$ cat config.mk
export PLATFORM = sky130hd
export DESIGN_NAME = clk_div_prog
export DESIGN_NICKNAME = d
export VERILOG_FILES = /design/src/rtl/clk_div_prog.sv
export SDC_FILE = /design/constraint.sdc
export NUM_CORES = 1
export LEC_CHECK = 0
export BUFFER_PORTS_ARGS = -buffer_cell sky130_fd_sc_hd__buf_2
export CAP_MARGIN = 15
export CORE_UTILIZATION = 46
export CTS_BUF_LIST = sky130_fd_sc_hd__clkbuf_2
export CTS_CLUSTER_SIZE = 12
export DETAILED_ROUTE_END_ITERATION = 10
export GPL_ROUTABILITY_DRIVEN = 0
export PLACE_DENSITY = 0.79
export SKIP_LAST_GASP = 1
export SYNTH_ARGS = -nofsm -noshare
export SYNTH_HDL_FRONTEND = slang
export SYNTH_SLANG_ARGS = --single-unit
$ cat constraint.sdc
create_clock -name clk_i -period 2.7 [get_ports clk_i]
set_input_delay 0.27 -clock clk_i [delete_from_list [all_inputs] [get_ports clk_i]]
set_output_delay 0.27 -clock clk_i [all_outputs]
set_load 0.02 [all_outputs]
$ cat src/rtl/clk_div_prog.sv
// Runtime-programmable integer clock divider with a registered divided clock and a
// period-start strobe. A new divisor is taken through a valid/ready handshake into a
// one-deep pending slot and applied only at the next period boundary, so clk_out never
// glitches.
// Optional feature macro: CLK_DIV_PROG_DUTY_PROG_EN adds a programmable high-time
// (cfg_high_i); without it the high-time is always floor(D/2).
module clk_div_prog #(
  parameter int unsigned WIDTH        = 8,
  parameter int unsigned DEFAULT_DIV  = 10,
  parameter int unsigned DEFAULT_HIGH = 5
) (
  input  logic             clk_i,
  input  logic             reset_ni,
  input  logic             en_i,
  input  logic             cfg_valid_i,
  output logic             cfg_ready_o,
  input  logic [WIDTH-1:0] cfg_div_i,
`ifdef CLK_DIV_PROG_DUTY_PROG_EN
  input  logic [WIDTH-1:0] cfg_high_i,
`endif
  output logic             clk_out_o,
  output logic             tick_o,
  output logic [WIDTH-1:0] cur_div_o
);

  localparam logic [WIDTH-1:0] ResetDiv = WIDTH'(DEFAULT_DIV);
`ifdef CLK_DIV_PROG_DUTY_PROG_EN
  localparam logic [WIDTH-1:0] ResetHigh = WIDTH'(DEFAULT_HIGH);
`else
  // DEFAULT_HIGH only matters when the duty cycle is programmable
  localparam logic [WIDTH-1:0] ResetHigh = WIDTH'((DEFAULT_DIV >> 1) + (DEFAULT_HIGH * 0));
`endif

  logic [WIDTH-1:0] cnt_q, cnt_d;
  logic             clk_out_q, clk_out_d;
  logic             tick_q, tick_d;
  logic [WIDTH-1:0] cur_div_q, cur_div_d;
  logic [WIDTH-1:0] cur_high_q, cur_high_d;
  logic             pend_valid_q, pend_valid_d;
  logic [WIDTH-1:0] pend_div_q, pend_div_d;
`ifdef CLK_DIV_PROG_DUTY_PROG_EN
  logic [WIDTH-1:0] pend_high_q, pend_high_d;
`endif

  logic             accept;
  logic             wrap;
  logic [WIDTH:0]   cnt_inc;
  logic [WIDTH-1:0] app_div;
  logic [WIDTH-1:0] app_high;

  // Clamp the pending configuration into its legal range at the point of use
  always_comb begin
    app_div = (pend_div_q < WIDTH'(2)) ? WIDTH'(2) : pend_div_q;
`ifdef CLK_DIV_PROG_DUTY_PROG_EN
    if (pend_high_q == '0) begin
      app_high = WIDTH'(1);
    end else if (pend_high_q >= app_div) begin
      app_high = app_div - WIDTH'(1);
    end else begin
      app_high = pend_high_q;
    end
`else
    app_high = app_div >> 1;
`endif
  end

  // Next-state: counter, divided clock, strobe and the pending-config slot
  always_comb begin
    accept       = cfg_valid_i & ~pend_valid_q;
    wrap         = (cnt_q == cur_div_q - WIDTH'(1));
    // one extra bit so cnt+1 never wraps at the largest divisor
    cnt_inc      = {1'b0, cnt_q} + (WIDTH + 1)'(1);
    cnt_d        = cnt_q;
    clk_out_d    = clk_out_q;
    tick_d       = 1'b0;
    cur_div_d    = cur_div_q;
    cur_high_d   = cur_high_q;
    pend_valid_d = pend_valid_q;
    pend_div_d   = pend_div_q;
`ifdef CLK_DIV_PROG_DUTY_PROG_EN
    pend_high_d  = pend_high_q;
`endif
    if (en_i) begin
      if (wrap) begin
        cnt_d     = '0;
        clk_out_d = 1'b1;
        tick_d    = 1'b1;
        if (pend_valid_q) begin
          cur_div_d    = app_div;
          cur_high_d   = app_high;
          pend_valid_d = 1'b0;
        end
      end else begin
        cnt_d     = cnt_q + WIDTH'(1);
        clk_out_d = (cnt_inc < {1'b0, cur_high_q});
      end
    end
    // accept only happens with the slot empty, so it never collides with an apply
    if (accept) begin
      pend_valid_d = 1'b1;
      pend_div_d   = cfg_div_i;
`ifdef CLK_DIV_PROG_DUTY_PROG_EN
      pend_high_d  = cfg_high_i;
`endif
    end
  end

  // State registers with synchronous active-low reset
  always_ff @(posedge clk_i) begin
    if (!reset_ni) begin
      cnt_q        <= ResetDiv - WIDTH'(1);
      clk_out_q    <= 1'b0;
      tick_q       <= 1'b0;
      cur_div_q    <= ResetDiv;
      cur_high_q   <= ResetHigh;
      pend_valid_q <= 1'b0;
      pend_div_q   <= '0;
`ifdef CLK_DIV_PROG_DUTY_PROG_EN
      pend_high_q  <= '0;
`endif
    end else begin
      cnt_q        <= cnt_d;
      clk_out_q    <= clk_out_d;
      tick_q       <= tick_d;
      cur_div_q    <= cur_div_d;
      cur_high_q   <= cur_high_d;
      pend_valid_q <= pend_valid_d;
      pend_div_q   <= pend_div_d;
`ifdef CLK_DIV_PROG_DUTY_PROG_EN
      pend_high_q  <= pend_high_d;
`endif
    end
  end

  assign cfg_ready_o = ~pend_valid_q;
  assign clk_out_o   = clk_out_q;
  assign tick_o      = tick_q;
  assign cur_div_o   = cur_div_q;

endmodule
==> metrics, run 1 <==
status=complete, no violations; P_leak=0.000760 µW; DR vias/cell=5.32; crit end category=flip-flop; Worst Setup SP=cur_div_o[1]$_SDFFE_PN1P_; critical path endpoint=cur_div_o[4]$_SDFFE_PN0P_; hold path cells=3; Cells after Synth=189; share of cells above drive strength 1=19.8%; Die ar.=3770 µm²; CTS root buffer=clkbuf_2; Inserted Diodes=0; wire per inst=12.8 µm; Synth cell types=40; setup tns final=0 ns; R2R depth=9; critical path arrival=2.80 ns; Area Growth Syn to Fin=11.4%; gr ovfl total=0; Slew Limit Fails=0; unrepaired setup endpoints after global routing=false; Routed Antenna Nets=0; 1st-iter DRT viols=44; initial antenna violation count=0; crit-path max FO=6; Tot Pwr=834 µW; final setup vio count=0; H-tree levels=1; post-CTS setup buffers=0; worst hold path class=in2reg; drt total wl=3230 µm; max-cap check violation count=0; Core Area=3360 µm²; Post-synth EDFFs=0; Yosys reg bits=27; Nets=228; Finished Cell Area=1810 µm²; CTS tree=built; first-pass GRT wire length=5400 µm; Tcrit/Tclk final=91.7%; worst skew pair latency=0.38 ns; Final Hold Violating Endpoints=0; HP Start=cfg_valid_i; Pwr per Cell Area=462 nW/µm²; worst r2r src=cur_div_o[1]$_SDFFE_PN1P_; Achievable Freq=404 MHz; Mean Syn Cell Area=8.58 µm²; Max-slew headroom=42.7%; Final Skew=0.00926 ns; Seq/Total Area, Yosys=33.3%; Reg clk slew, reported paths=0.27 ns; number of buffers added on ports=22; Rows=21; peak supply drop=0.311 mV; Cell Area, Synth=1620 µm²; critical path class=reg2reg; CP required=3.03 ns; vias in the first global route=1169; CTS-repair resized insts=0; Slew @ Worst Pin=0.858 ns; Yosys warning count=0; largest net degree at the start of global routing=39; hpwl dp=2400 µm; Max Root-Sink Buffers=2; ys flop type=dfxtp_1; gr usage total=19.6%; FF-to-FF setup slack=0.22 ns; Startpoint Class=flip-flop; Tmin final=2.48 ns; DIE HEIGHT=61.4 µm; IO Count=23; cts bufs inserted=3; fill count=349; Post-Synthesis Net Count=209; dpl ws=0.164 ns; R2R Path End=cur_div_o[4]$_SDFFE_PN0P_; placed cell area=1760 µm²; First-pass DRT Iterations=4; WHS=0.113 ns; clock sink total=27; die width=61.4 µm; Starting Density=48.2%; CTS Hold Buffers Added=0; Async SR Flop Fraction=0%; final worst slack=0.224 ns; Remaining DRCs=0; via count=1345
==> how the worst min path moves through the flow <==
| stage | endpoint | slack [ns] |
|---|---|---|
| 6_report | pend_valid_q$_SDFFE_PN0P_ | 0.11 |
| 5_1_grt | pend_div_q[6]$_SDFFE_PN0P_ | 0.08 |
| 4_1_cts | pend_valid_q$_SDFFE_PN0P_ | 0.08 |
| 3_5_place_dp | cur_div_o[6]$_SDFFE_PN0P_ | 0.48 |
| 3_3_place_gp | cur_div_o[5]$_SDFFE_PN0P_ | 0.47 |
| 2_1_floorplan | cnt_q[7]$_SDFFE_PN0P_ | 0.38 |
==> cell usage in the layout, fill, tap and decap left out, types with 3 or more instances in the layout <==
cell / n
or3b_2: 4
nand3_1: 15
ha_1: 7
xor2_1: 4
a21oi_1: 3
o211ai_1: 3
xnor2_1: 10
buf_2: 22
clkbuf_2: 3
and3_1: 5
o21ai_0: 11
a31oi_1: 3
nand2_1: 15
nor2_1: 7
mux2i_1: 14
buf_4: 5
nor2b_1: 9
inv_1: 11
dfxtp_1: 26
==> flip-flops by register name, summed over array words and instances, names as in the netlist <==
name,flops
cnt_q,8
pend_div_q,8
cur_div_o,8
tick_o,1
pend_valid_q,1
clk_out_o,1
==> metal layers <==
layer,wire length [µm],global-route usage [%]
met5,0,0
met2,1470,31.7
met1,1590,26.6
met3,106,2.52
met4,61,7.62
==> power by group <==
group / switching, µW / total [µW] / internal [µW]
clock: 130 / 169 / 38.9
sequential: 27.2 / 451 / 424
combinational: 116 / 214 / 98.1
==> synthesized netlist by cell type, types with 5 or more instances <==
master	instances	area (µm²)
and3_1	5	31.3
clkbuf_1	11	41.3
dfxtp_1	27	541
ha_1	8	100
inv_1	11	41.3
mux2i_1	14	140
nand2_1	15	56.3
nand3_1	15	75.1
nor2_1	7	26.3
nor2b_1	9	56.3
o21ai_0	11	55.1
xnor2_1	10	87.6
==> per-stage QoR <==
| step | std cells | utilization, % |
|---|---|---|
| after floorplan | 189 | - |
| after global placement | 249 | 52.4 |
| after detailed placement | 249 | 52.4 |
| after CTS | 253 | 53.1 |
| after global routing | 253 | 53.7 |
| final | 253 | 53.7 |
==> kinds of logic (layout without fill, tap and decap cells) <==
| logic type | after synthesis | count (layout) | share of synthesized area, % |
|---|---|---|---|
| buffers and inverters | 24 | 42 | 6.48 |
| xor gates and xnor gates | 14 | 14 | 7.56 |
| and+or+nand+nor | 67 | 67 | 22.8 |
| muxes | 15 | 15 | 9.57 |
| DFF | 27 | 27 | 33.3 |
| adders and majority gates | 8 | 8 | 6.17 |
| AOI/OAI and AO/OA | 34 | 34 | 14.1 |
==> worst max-delay path, cell delays in order (launching register included) <==
cell and delay [ns]:
dfxtp_2 0.40, inv_1 0.10, ha_4 0.17, or3b_2 0.44, a211o_1 0.31, nor4b_2 0.21, o211a_1 0.20, and3_4 0.23
buf_4 0.17, mux2i_1 0.20
==> cell type report <==
cell class	count	area, µm²	share of cell area (%)
Multi-Input combinational cell	138	995	55.1
Sequential cell	27	542	30.0
Timing Repair Buffer	27	148	8.17
Tap cell	46	57.6	3.19
Inverter	11	41.3	2.29
Clock buffer	3	15.0	0.831
Clock inverter	1	8.76	0.485
Note: power is estimated with default switching activity, not from simulation.
==> run 2, diff against run 1 <==
--- a/config.mk
+++ b/config.mk
@@ -7,6 +7,7 @@
 export LEC_CHECK = 0
 export BUFFER_PORTS_ARGS = -buffer_cell sky130_fd_sc_hd__buf_2
 export CAP_MARGIN = 15
+export CORE_ASPECT_RATIO = 1.25
 export CORE_UTILIZATION = 46
 export CTS_BUF_LIST = sky130_fd_sc_hd__clkbuf_2
 export CTS_CLUSTER_SIZE = 12
==> metrics, run 2 (same netlist as run 1, synthesis figures left out) <==
setup tns final=0 ns; commonest non-fill, non-tap cell in the layout=dfxtp_1; metal1 wirelength=1580 µm; worst hold path class=in2reg; CP required=3.04 ns; clock sink total=27; CP bufs+invs=2; Remaining DRCs=0; highest routed layer=met4; CTS-repair resized insts=0; CTS Hold Buffers Added=0; crit end category=flip-flop; DIE HEIGHT=68.4 µm; Slew Limit Fails=0; number of buffers added on ports=22; Routed Antenna Nets=0; H-tree levels=1; initial antenna violation count=0; crit-path max FO=6; DR WL met3=65 µm; first-pass GRT wire length=5290 µm; vias in the first global route=1196; Starting Density=49.4%; wire per inst=13.2 µm; critical path class=reg2reg; status=complete, no violations; P_leak=0.000756 µW; Rows=23; Tot Pwr=834 µW; max-cap check violation count=0; Core Area=3280 µm²; drt total wl=3220 µm; Startpoint Class=flip-flop; via count=1381; gr ovfl total=0; share of cells above drive strength 1=18.4%; CTS root buffer=clkbuf_2; Area Growth Syn to Fin=9.49%; Slew @ Worst Pin=0.882 ns; most frequent cells in the layout=27 x dfxtp_1, 22 x buf_2, 15 x nand3_1, 15 x nand2_1, 14 x mux2i_1; IO Count=23; Achievable Freq=392 MHz; Sw Ratio=33.1%; Nets=228; DR vias/cell=5.66; post-CTS setup buffers=0; fin util=54.1%; Reg clk slew, reported paths=0.29 ns; CTS tree=built; largest net degree at the start of global routing=39; final setup vio count=0; die width=55.1 µm; Die ar.=3770 µm²; Max-slew headroom=41.1%; routed wl met2=1550 µm; Final Skew=0.0137 ns; worst skew pair latency=0.38 ns; Comb pwr share=25.3%; critical path arrival=2.90 ns; Pwr per Cell Area=470 nW/µm²; Final Hold Violating Endpoints=0; cts bufs inserted=3; Clock Power Share=20.6%; First-pass DRT Iterations=4; unrepaired setup endpoints after global routing=false; critical path's slowest cell=or3b_2; Inserted Diodes=0; P_int=558 µW; CP cell instances=inv_1 -> ha_1 -> or3b_2 -> a211o_1 -> nor4b_1 -> o211a_1 -> and3_4 -> buf_4 -> mux2i_1; Tmin final=2.55 ns; hpwl dp=2370 µm; fill count=316; Max Root-Sink Buffers=2; switching power=276 µW; Tcrit/Tclk final=94.6%; peak supply drop=0.308 mV; cell class contributing the biggest share of worst-path delay=simple AND/OR/NAND/NOR gates; Max stage delay on crit path=0.46 ns; gr usage total=19.2%; Reg power frac=54.1%; 1st-iter DRT viols=35
run 2: changes by cell type in the layout (fill, tap and decap cells not counted):
cell     previous run  this run
nor4b_2             1         0
dfxtp_2             1         0
dfxtp_1            26        27
ha_4                1         0
nor4b_1             0         1
ha_1                7         8
run 2: power groups by stage:
| stage | logic [µW] | clock network (µW) | registers (µW) |
|---|---|---|---|
| 6_report | 211 | 172 | 451 |
| 5_1_grt | 230 | 185 | 454 |
| 4_1_cts | 210 | 176 | 451 |
| 3_5_place_dp | 209 | 0 | 458 |
| 3_3_place_gp | 207 | 0 | 457 |
| 2_1_floorplan | 145 | 0 | 460 |
run 2: final timing paths:
check,from,endpoint,slack (ns),cells past startpoint
setup / recovery,cur_div_o[1]$_SDFFE_PN1P_,cur_div_o[4]$_SDFFE_PN0P_,0.15,9
hold / removal,cfg_div_i[2],pend_div_q[2]$_SDFFE_PN0P_,0.11,3
setup reg to reg,cur_div_o[1]$_SDFFE_PN1P_,cur_div_o[4]$_SDFFE_PN0P_,0.15,9
hold reg to reg,pend_div_q[7]$_SDFFE_PN0P_,cur_div_o[7]$_SDFFE_PN0P_,0.50,2
run 2: metal layers:
metal	vias to the layer above	GRT usage, %
met5	-	0
met4	0	6.56
met3	2	2.67
met2	22	32.7
met1	654	24.1
li1	703	-
run 2: worst min-delay path: cells and delay by family:
kind,cells,cell delay [ns]
multiplexers,1,0.05
buffers and inverters,1,0.07
AND/OR/NAND/NOR,1,0.09
run 2: layout make-up:
| type | count | area [µm²] | area share, % |
|---|---|---|---|
| Inverter | 11 | 41.3 | 2.33 |
| Clock buffer | 3 | 15.0 | 0.846 |
| Clock inverter | 1 | 8.76 | 0.493 |
| Timing Repair Buffer | 27 | 148 | 8.32 |
| Tap cell | 37 | 46.3 | 2.61 |
| Sequential cell | 27 | 541 | 30.4 |
| Multi-Input combinational cell | 138 | 976 | 55.0 |
run 2: metrics by stage:
stage	hold WS (ns)	std cells	worst slack, ns	area (µm²)
2_1_floorplan	0.382	189	0.117	1620
3_3_place_gp	0.467	240	0.249	1750
3_5_place_dp	0.474	240	0.184	1750
4_1_cts	0.110	244	0.139	1780
5_1_grt	0.108	244	0.0321	1780
6_report	0.115	244	0.146	1780
==> run 3, diff against run 2 <==
--- a/config.mk
+++ b/config.mk
@@ -7,13 +7,12 @@
 export LEC_CHECK = 0
 export BUFFER_PORTS_ARGS = -buffer_cell sky130_fd_sc_hd__buf_2
 export CAP_MARGIN = 15
-export CORE_ASPECT_RATIO = 1.25
-export CORE_UTILIZATION = 46
+export CORE_UTILIZATION = 53
 export CTS_BUF_LIST = sky130_fd_sc_hd__clkbuf_2
 export CTS_CLUSTER_SIZE = 12
 export DETAILED_ROUTE_END_ITERATION = 10
 export GPL_ROUTABILITY_DRIVEN = 0
-export PLACE_DENSITY = 0.79
+export PLACE_DENSITY = 0.88
 export SKIP_LAST_GASP = 1
 export SYNTH_ARGS = -nofsm -noshare
 export SYNTH_HDL_FRONTEND = slang
==> metrics, run 3 (same netlist as run 1, synthesis figures left out) <==
status=finished, violations left; failing checks=DRC; Rows=19; Remaining DRCs=5; largest net degree at the start of global routing=39; commonest non-fill, non-tap cell in the layout=dfxtp_1; share of cells above drive strength 1=19.3%; cts bufs inserted=3; wire per inst=13.8 µm; number of buffers added on ports=22; Max stage delay on crit path=0.45 ns; hpwl dp=2440 µm; CP cell instances=inv_1 -> ha_2 -> or3b_2 -> a211o_1 -> nor4b_1 -> o211a_1 -> and3_4 -> buf_4 -> mux2i_1; IO Count=23; Clock Power Share=20.1%; First-pass DRT Iterations=7; P_leak=0.000755 µW; H-tree levels=1; die width=57.3 µm; worst hold path class=in2reg; P_int=559 µW; crit-path max FO=6; Reg power frac=54.2%; final worst slack=0.183 ns; Routed Antenna Nets=0; first-pass GRT wire length=5670 µm; Tcrit/Tclk final=93.2%; Max Root-Sink Buffers=2; post-CTS setup buffers=0; Core Area=2830 µm²; CTS-repair resized insts=0; placed cell area=1740 µm²; dpl ws=0.170 ns; Slew Limit Fails=0; Tmin final=2.52 ns; gr usage total=21.8%; max-cap check violation count=0; most frequent cells in the layout=26 x dfxtp_1, 22 x buf_2, 15 x nand3_1, 15 x nand2_1, 14 x mux2i_1; Sw Ratio=32.8%; switching power=273 µW; clock sink total=27; Starting Density=57.3%; Max-slew headroom=39.1%; final setup vio count=0; via count=1435; Reg clk slew, reported paths=0.28 ns; vias in the first global route=1198; critical path arrival=2.85 ns; Final Hold Violating Endpoints=0; worst skew pair latency=0.37 ns; Comb pwr share=25.6%; crit end category=flip-flop; critical path's slowest cell=or3b_2; FF-to-FF setup slack=0.18 ns; Nets=228; Die ar.=3290 µm²; 1st-iter DRT viols=64; drt total wl=3300 µm; initial antenna violation count=0; CTS tree=built; DR vias/cell=6.03; Area Growth Syn to Fin=9.34%; peak supply drop=0.290 mV; critical path class=reg2reg; setup tns final=0 ns; Slew @ Worst Pin=0.912 ns; Finished Cell Area=1770 µm²; Inserted Diodes=0; CTS Hold Buffers Added=0; Achievable Freq=397 MHz; unrepaired setup endpoints after global routing=false; Final Skew=0.0127 ns; gr ovfl total=0; CP required=3.04 ns; post-route insts no fill=238; placed cells=234; Pwr per Cell Area=469 nW/µm²; CTS root buffer=clkbuf_2; DIE HEIGHT=57.3 µm; Startpoint Class=flip-flop
-- run 3: cell types whose count changed in the layout (fill, tap and decap cells not counted) --
| cell | change |
|---|---|
| a2111oi_0 | -1 |
| a2111oi_1 | +1 |
| dfxtp_1 | -1 |
| dfxtp_2 | +1 |
| ha_1 | -1 |
| ha_2 | +1 |
-- run 3: power by group through the flow --
stage	Combinational (µW)	Clock, µW	Sequential (µW)
2_1_floorplan	145	0	460
3_5_place_dp	212	0	457
5_1_grt	237	194	456
3_3_place_gp	208	0	456
4_1_cts	213	172	450
6_report	213	167	451
-- run 3: path summary, 6_finish.rpt --
| check | startpoint | to | cells after the start |
|---|---|---|---|
| max reg2reg | cur_div_o[1]$_SDFFE_PN1P_ | cur_div_o[7]$_SDFFE_PN0P_ | 9 |
| min reg2reg | pend_div_q[4]$_SDFFE_PN0P_ | cur_div_o[4]$_SDFFE_PN0P_ | 2 |
| max | cur_div_o[1]$_SDFFE_PN1P_ | cur_div_o[7]$_SDFFE_PN0P_ | 9 |
| min | cfg_div_i[5] | pend_div_q[5]$_SDFFE_PN0P_ | 3 |
-- run 3: worst max-delay path, delay by kind of cell, from the launching register on --
family	cells	cell delay, ns
mux	1	0.18
buf+inv	2	0.24
flops	1	0.40
simple gates	3	0.91
fa+ha+maj	1	0.24
compound gates	2	0.50
-- run 3: stage by stage --
step | power (µW) | utilization [%] | hold slack (ns)
after floorplan | 605 | - | 0.382
after global placement | 664 | 61.7 | 0.465
after detailed placement | 669 | 61.7 | 0.474
after CTS | 834 | 62.5 | 0.128
after global routing | 886 | 62.7 | 0.0752
final | 831 | 62.7 | 0.129
-- run 3: layout make-up --
cell class / count / area, µm²
tap: 31 / 38.8
sequential: 27 / 542
multi-input combinational: 138 / 980
inverter: 11 / 41.3
clock buffer: 3 / 15.0
clock inverter: 1 / 8.76
fill: 250 / 1060
timing repair buffer: 27 / 148
-- run 3: metal layers --
metal	global-route usage (%)	share of wire (%)	wire, µm	vias up
met1	32.2	50	1660	698
met3	2.27	3.3	110	5
met5	0	0	0	-
met2	32.9	45	1480	29
li1	-	-	-	703
met4	8.01	1.3	43	0
